$ cat src/rtl/rx_deser.sv
// -----------------------------------------------------------------------------
// rx_deser -- serial link receiver with output FIFO
//
// Purpose
//   Receives frames from the upstream serial transmitter of the same link port.
//   Each frame is a start bit (1) followed by W data bits, LSB first, one bit
//   per clock. There is no stop bit. Completed words go into a small FIFO that
//   the router core drains. channel_busy tells the transmitter not to start a
//   new frame.
//
// Ports
//   clk           in   1   single clock, all logic on posedge
//   reset         in   1   asynchronous, active-low reset
//   serial_in     in   1   link line from transmitter, idles at 0
//   channel_busy  out  1   transmitter must not start a frame while high
//   parallel_out  out  W   word at the head of the FIFO
//   out_valid     out  1   FIFO not empty
//   out_ack       in   1   pops the head when out_valid is also high
//   rx_active     out  1   a frame is being received
//   overflow      out  1   sticky: a completed frame was dropped (FIFO full)
// -----------------------------------------------------------------------------
`ifndef PAYLOAD_SIZE
`define PAYLOAD_SIZE 8
`endif
`ifndef ADDR_BITS
`define ADDR_BITS 4
`endif

module rx_deser #(
  parameter int routerid = -1,
  parameter     port     = "unknown",
  parameter int DEPTH    = 2
) (
  input  logic                                 clk,
  input  logic                                 reset,
  input  logic                                 serial_in,
  output logic                                 channel_busy,
  output logic [`PAYLOAD_SIZE+`ADDR_BITS-1:0]  parallel_out,
  output logic                                 out_valid,
  input  logic                                 out_ack,
  output logic                                 rx_active,
  output logic                                 overflow
);

  localparam int W  = `PAYLOAD_SIZE + `ADDR_BITS;
  localparam int CW = (W > 1) ? $clog2(W) : 1;
  localparam int PW = (DEPTH > 1) ? $clog2(DEPTH) : 1;
  localparam int NW = $clog2(DEPTH + 1);

  // Debug-only identity parameters; they carry no logic.
  logic unused_params;
  assign unused_params = (routerid < 0) ^ (port == "unknown");

  // ---------------------------------------------------------------------------
  // Receive FSM
  // ---------------------------------------------------------------------------
  typedef enum logic {
    S_IDLE = 1'b0,
    S_RECV = 1'b1
  } state_e;

  state_e         state_q, state_d;
  logic [CW-1:0]  bitcnt_q, bitcnt_d;
  // The last data bit is taken straight from the line when the word is
  // pushed, so only W-1 bits need storing.
  logic [W-2:0]   shreg_q, shreg_d;
  logic           last_bit;
  logic [W-1:0]   frame_word;

  assign last_bit   = (state_q == S_RECV) && (bitcnt_q == CW'(W - 1));
  assign frame_word = {serial_in, shreg_q};

  // State register
  always_ff @(posedge clk or negedge reset) begin
    if (!reset) begin
      state_q <= S_IDLE;
    end else begin
      state_q <= state_d;
    end
  end

  // Next-state logic. Frame length is fixed: data content never ends a frame.
  always_comb begin
    state_d = state_q;
    case (state_q)
      S_IDLE:  if (serial_in) state_d = S_RECV;
      S_RECV:  if (last_bit)  state_d = S_IDLE;
      default: state_d = S_IDLE;
    endcase
  end

  // FIFO status used by the output logic
  logic [NW-1:0] count_q;
  logic          full;
  assign full = (count_q == NW'(DEPTH));

  // Output logic. Busy is built from registered state only, so the
  // transmitter never sees a combinational path from its own line.
  always_comb begin
    rx_active    = (state_q == S_RECV);
    channel_busy = (state_q == S_RECV) | full;
  end

  // Bit counter and shift register
  always_comb begin
    bitcnt_d = bitcnt_q;
    shreg_d  = shreg_q;
    case (state_q)
      S_IDLE: begin
        if (serial_in) bitcnt_d = '0;
      end
      S_RECV: begin
        for (int i = 0; i < W - 1; i++) begin
          if (bitcnt_q == CW'(i)) shreg_d[i] = serial_in;
        end
        if (!last_bit) bitcnt_d = bitcnt_q + 1'b1;
      end
      default: ;
    endcase
  end

  always_ff @(posedge clk or negedge reset) begin
    if (!reset) begin
      bitcnt_q <= '0;
      shreg_q  <= '0;
    end else begin
      bitcnt_q <= bitcnt_d;
      shreg_q  <= shreg_d;
    end
  end

  // ---------------------------------------------------------------------------
  // Output FIFO
  // ---------------------------------------------------------------------------
  logic [W-1:0]  mem_q [DEPTH];
  logic [PW-1:0] rd_q, wr_q;
  logic          overflow_q;
  logic          pop, push_ok, drop;

  function automatic logic [PW-1:0] ptr_inc(input logic [PW-1:0] p);
    return (p == PW'(DEPTH - 1)) ? '0 : p + 1'b1;
  endfunction

  assign pop     = (count_q != '0) & out_ack;
  // A full FIFO still accepts the word if the head leaves on the same edge.
  assign push_ok = last_bit & (~full | pop);
  assign drop    = last_bit & full & ~pop;

  always_ff @(posedge clk or negedge reset) begin
    if (!reset) begin
      for (int i = 0; i < DEPTH; i++) mem_q[i] <= '0;
      rd_q       <= '0;
      wr_q       <= '0;
      count_q    <= '0;
      overflow_q <= 1'b0;
    end else begin
      if (push_ok) begin
        mem_q[wr_q] <= frame_word;
        wr_q        <= ptr_inc(wr_q);
      end
      if (pop) rd_q <= ptr_inc(rd_q);
      case ({push_ok, pop})
        2'b10:   count_q <= count_q + 1'b1;
        2'b01:   count_q <= count_q - 1'b1;
        default: count_q <= count_q;
      endcase
      if (drop) overflow_q <= 1'b1;
    end
  end

  assign parallel_out = mem_q[rd_q];
  assign out_valid    = (count_q != '0);
  assign overflow     = overflow_q;

endmodule
$ cat config.mk
export PLATFORM = sky130hd
export DESIGN_NAME = rx_deser
export DESIGN_NICKNAME = d
export VERILOG_FILES = /design/src/rtl/rx_deser.sv
export SDC_FILE = /design/constraint.sdc
export NUM_CORES = 1
export LEC_CHECK = 0
export BUFFER_PORTS_ARGS = -buffer_cell sky130_fd_sc_hd__buf_2
export CAP_MARGIN = 20
export CELL_PAD_IN_SITES_DETAIL_PLACEMENT = 1
export CELL_PAD_IN_SITES_GLOBAL_PLACEMENT = 2
export CORE_UTILIZATION = 44
export DETAILED_ROUTE_END_ITERATION = 16
export PLACE_DENSITY = 0.92
export SETUP_SLACK_MARGIN = 0.02
export SYNTH_ARGS = -nofsm -noshare
export SYNTH_HDL_FRONTEND = slang
export SYNTH_SLANG_ARGS = --single-unit
$ cat constraint.sdc
create_clock -name clk -period 5.25 [get_ports clk]
set_input_delay 0.525 -clock clk [delete_from_list [all_inputs] [get_ports clk]]
set_output_delay 0.525 -clock clk [all_outputs]
set_load 0.02 [all_outputs]
Word-level counts from Yosys, hierarchy flattened --
Cells that the tools add are included. W data, S select, Z words.
Operators by class: add/subtract/negate cells 5, magnitude comparators 3, eq/ne operators 16, mux-type cells 15, bitwise gates (word level) 11, reduce and logical (&&, ||, !) cells 17
Operator list (number):
- $mux W12 | 4
- $bwmux W24 | 1
- $reduce_and A2 Y1 | 12
- $eq A4 B3 Y1 const B | 4
- $eq A4 B4 Y1 const B | 4
- $demux W12 S1 | 1
- $eq A4 B2 Y1 const B | 2
- $mux W4 | 2
- $pmux W4 S2 | 1
- $add A4 B1 Y4 const B | 1
- $and A1 B1 Y1 | 4
- $eq A2 B2 Y1 const B | 2
- $eq A4 B1 Y1 const B | 1
- $ge A2 B2 Y1 const B | 2
- $logic_not A4 Y1 | 1
- $mux W1 | 4
- $ne A2 B2 Y1 const B | 2
- $not A1 Y2 | 2
- $pmux W2 S2 | 1
- $reduce_bool A2 Y1 | 2
- $not A1 Y1 | 3
- $add A1 B1 Y1 const B | 2
- $add A2 B1 Y2 const B | 1
- $eq A2 B1 Y1 const B | 1
- other kinds (5) | 7
Word-level totals: flip-flop bits (word level) 45, output and inout bits 16

Logic depth before layout (Yosys ltp) --
depth after elaboration 6, mapped depth 5, depth with buffers taken out 4

Worst setup path after synthesis --
Ideal clock, no wire load.
kind flip-flop to output port, start register rd_q, end output port parallel_out[0], arrival time 1162 ps, data required time 4725 ps, path slack 3563 ps, cell stages (with the launch flop) 3, buffers on the path 1, cells stage by stage dfrtp_1 buf_1 mux2_2
Between the ends: cells in the longest elaborated chain, start to end 4
Ends and longest elaborated chain:
- start: declaration | RTL line 136 | logic [PW-1:0] rd_q, wr_q;
- start signal: assignment | RTL line 161 | if (pop) rd_q <= ptr_inc(rd_q);
- $not A1 Y2 (implied by the code) | RTL line 171 | assign parallel_out = mem_q[rd_q];
- $mux W12 (implied by the code) (3 in series) | RTL line 171
- end: declaration | RTL line 38 | output logic [`PAYLOAD_SIZE+`ADDR_BITS-1:0] parallel_out,
No other way between the ends. The select of a mux whose other input is x is not followed.

Worst setup path after layout --
start register state_q, in the netlist rx_active, end register mem_q[19] (netlist bit)
Between the ends: cells in the longest elaborated chain, start to end 2
Ends and longest elaborated chain:
- start: declaration | RTL line 62 | state_e state_q, state_d;
- start signal: assignment | RTL line 78 | state_q <= state_d;
- $logic_and A1 B1 Y1 | RTL line 70 | assign last_bit = (state_q == S_RECV) && (bitcnt_q == CW'(W - 1));
- $and A1 B1 Y1 | RTL line 146 | assign push_ok = last_bit & (~full | pop);
- end signal: indexed assignment | RTL line 158 | mem_q[wr_q] <= frame_word;
- end: declaration | RTL line 135 | logic [W-1:0] mem_q [DEPTH];
No other way between the ends. A chain may end at the register's enable or synchronous reset.

==> results.yml <==
die:
  rows: 25
  start_util: 0.460
  dieArea_um2: 5220
  coreArea_um2: 4720
  die_w_um: 72.3
  fp.dieH_um: 72.3
  pin_count: 20
setup_path:
  critPathKind: "register to register"
  r2r_start: "rx_active"
  startpoint_type: "register"
  required_ps: 5430
  critPathMaxFanout: 22
  cp_cell_sequence: "nand4b_4, nor3_4, mux2_2"
  worstPathArrival_ps: 2320
  cp-startpoint: "rx_active"
  crit_buf_inv: 0
  cp-end-kind: "register"
  crit_slowest_cell: "dfrtp_1"
  crit_family: "simple AND/OR/NAND/NOR gates"
  slowest_delay_ps: 780
sta:
  setup-tns-final_ps: 0
  fmax_mhz: 466
  rsz0062_at_grt: "false"
  finalSetupViolCount: 0
  fin_skew_ps: 1.03
  worstMarginPinSlew_ps: 676
  period_share: 0.408
  setup_slack_ps: 3110
  hold_violations: 0
  max_slew_margin: 0.549
  finalMaxSlewViolations: 0
  period_needed_ps: 2140
power_and_ir_drop:
  p_sw_frac: 0.367
  powerDensity_nw_per_um2: 630
  p_comb_frac: 0.412
  total_power_mw: 1.53
  clock_power_share: 0.150
  power.internal_uw: 968
  irDropWorstVdd_mv: 0.295
  p_leak_nw: 1.16
  seq_power_share: 0.439
  switchingPower_uw: 561
cts:
  clk_path_buf_depth: 2
  cts-htree-levels: 2
  clk_latency_ps: 280
  cts_resized: 0
  root_buffer: "clkbuf_8"
  clock_sinks: 45
  numCtsBuffers: 5
  cts_setup_buffers: 0
  clk_pin_slew_ps: 80
  hold_buffers: 0
  cts_tree: "done"
run_status:
  status: "completed"
yosys:
  ys_types: 35
  ys_top_cells_by_area: "dfrtp_1 (52%), mux2_2 (19%), mux2_4 (6.9%)"
  avgSynthCellArea_um2: 14.0
  yosys.area.top_type: "dfrtp_1"
  synth_area_um2: 2170
  ys_seq_elements: 45
  yosysSeqAreaShare: 0.518
  synthCells: 155
  yosysWarnings: 0
  synth_nets: 163
  yosysTopAreaCellShare: 0.518
job:
  drv_cap: 0
final_layout:
  drive_gt1_frac: 0.460
  syn2layout_area_growth_pct: 11.8
  fillers: 494
  design_area_um2: 2430
  nets: 183
  layout_commonest_cell: "dfrtp_1"
  final_cell_mix: "dfrtp_1 (45), mux2_2 (36), buf_2 (19)"
  antennaDiodeCount: 0
placed_design:
  port_buffers: 19
  dpl_cell_area_um2: 2310
  pre_cts_ws_ps: 3090
  place.gp.congestion: 0.809
  hpwl_um: 2800
grt:
  grt_max_degree: 46
  grt_pass1_wl_um: 7150
  antenna_found_initial: 0
  grt_usage: 0.180
  gr-total-overflow: 0
  grt_pass1_vias: 1401
route:
  drt_iter0_markers: 92
  viasPerCell: 5.34
  vias: 1298
  routedWlPerCell_um: 16.7
  drt-total-wl_um: 4070
  drc: 0
  drt_first_pass_iters: 4
  antenna_left: 0
worst_hold_path:
  hold_path_class: "input port to asynchronous set/reset pin"
==> layer usage <==
metal | up-vias | routed length, um | share of wire | global-route usage
li1 | 592 | - | - | -
met3 | 7 | 115 | 0.028 | 0.0375
met5 | - | 0 | 0 | 0
met2 | 27 | 2050 | 0.50 | 0.302
met4 | 0 | 93 | 0.023 | 0.0697
met1 | 672 | 1810 | 0.44 | 0.228
==> layout make-up <==
type                    instances  area [um2]  share of cell area
clock buffers                   7        96.3              0.0397
clock inverters                 1        5.00             0.00206
inverters                       3        11.3             0.00464
multi-input cells             100         990               0.408
flip-flops and latches         45        1130               0.464
well taps                      67        83.8              0.0345
repair buffers                 20         115              0.0474
==> power groups by stage <==
| stage | clock (mW) | sequential (mW) | combinational (mW) |
|---|---|---|---|
| 4_1_cts | 0.238 | 0.675 | 0.637 |
| 3_5_place_dp | 0 | 0.680 | 0.631 |
| 3_3_place_gp | 0 | 0.659 | 0.605 |
| 6_report | 0.229 | 0.670 | 0.629 |
| 2_1_floorplan | 0 | 0.601 | 0.533 |
| 5_1_grt | 0.254 | 0.704 | 0.680 |
==> Yosys cell counts <==
cell type,number
nor2b_1,2
inv_1,3
and4b_4,1
buf_2,2
mux2i_1,2
nand2b_1,2
a21boi_0,1
nand2_1,2
mux2_4,10
mux2_1,1
or2_2,1
nor3b_1,1
and3_1,4
nand3b_4,1
nand4b_4,1
mux2_2,36
clkbuf_2,1
o311ai_0,1
nand4_1,1
nor3_4,1
dfrtp_1,45
nand4b_1,1
xnor2_1,3
buf_6,2
buf_1,1
a21o_1,5
clkbuf_1,1
o221a_2,1
nor3_1,1
nor2_1,4
nor3b_4,1
nand3_1,9
nand3b_1,1
ha_1,4
o21ai_0,2
==> stage by stage <==
step	utilization	instances	hold WS (ps)
2_1_floorplan	-	155	229
3_3_place_gp	0.488	234	443
3_5_place_dp	0.488	234	446
4_1_cts	0.510	242	431
5_1_grt	0.514	243	124
6_report	0.514	243	117
==> final timing paths <==
path | to | slack, ps | depth (start not counted)
setup / recovery | mem_q[19] | 3110 | 3
hold / removal | mem_q[11] | 120 | 1
setup reg to reg | mem_q[19] | 3110 | 3
hold reg to reg | overflow | 460 | 1
max in group asynchronous | mem_q[0] | 4660 | 2
min in group clk | overflow | 460 | 1
==> flip-flops by register name, summed over array words and instances (netlist names) <==
name	flops
bitcnt_q	4
count_q	2
mem_q	24
overflow	1
rd_q	1
rx_active	1
shreg_q	11
wr_q	1
==> logic make-up (layout without fill, tap and decap cells) <==
family          Yosys count  after routing  share of synthesized area
simple gates             34             34                      0.116
mux                      49             49                      0.270
compound gates           10             10                     0.0346
flops                    45             45                      0.518
buf+inv                  10             31                     0.0259
fa+ha+maj                 4              4                     0.0230
xor+xnor                  3              3                     0.0121
Power figures use the tool's default switching activity.
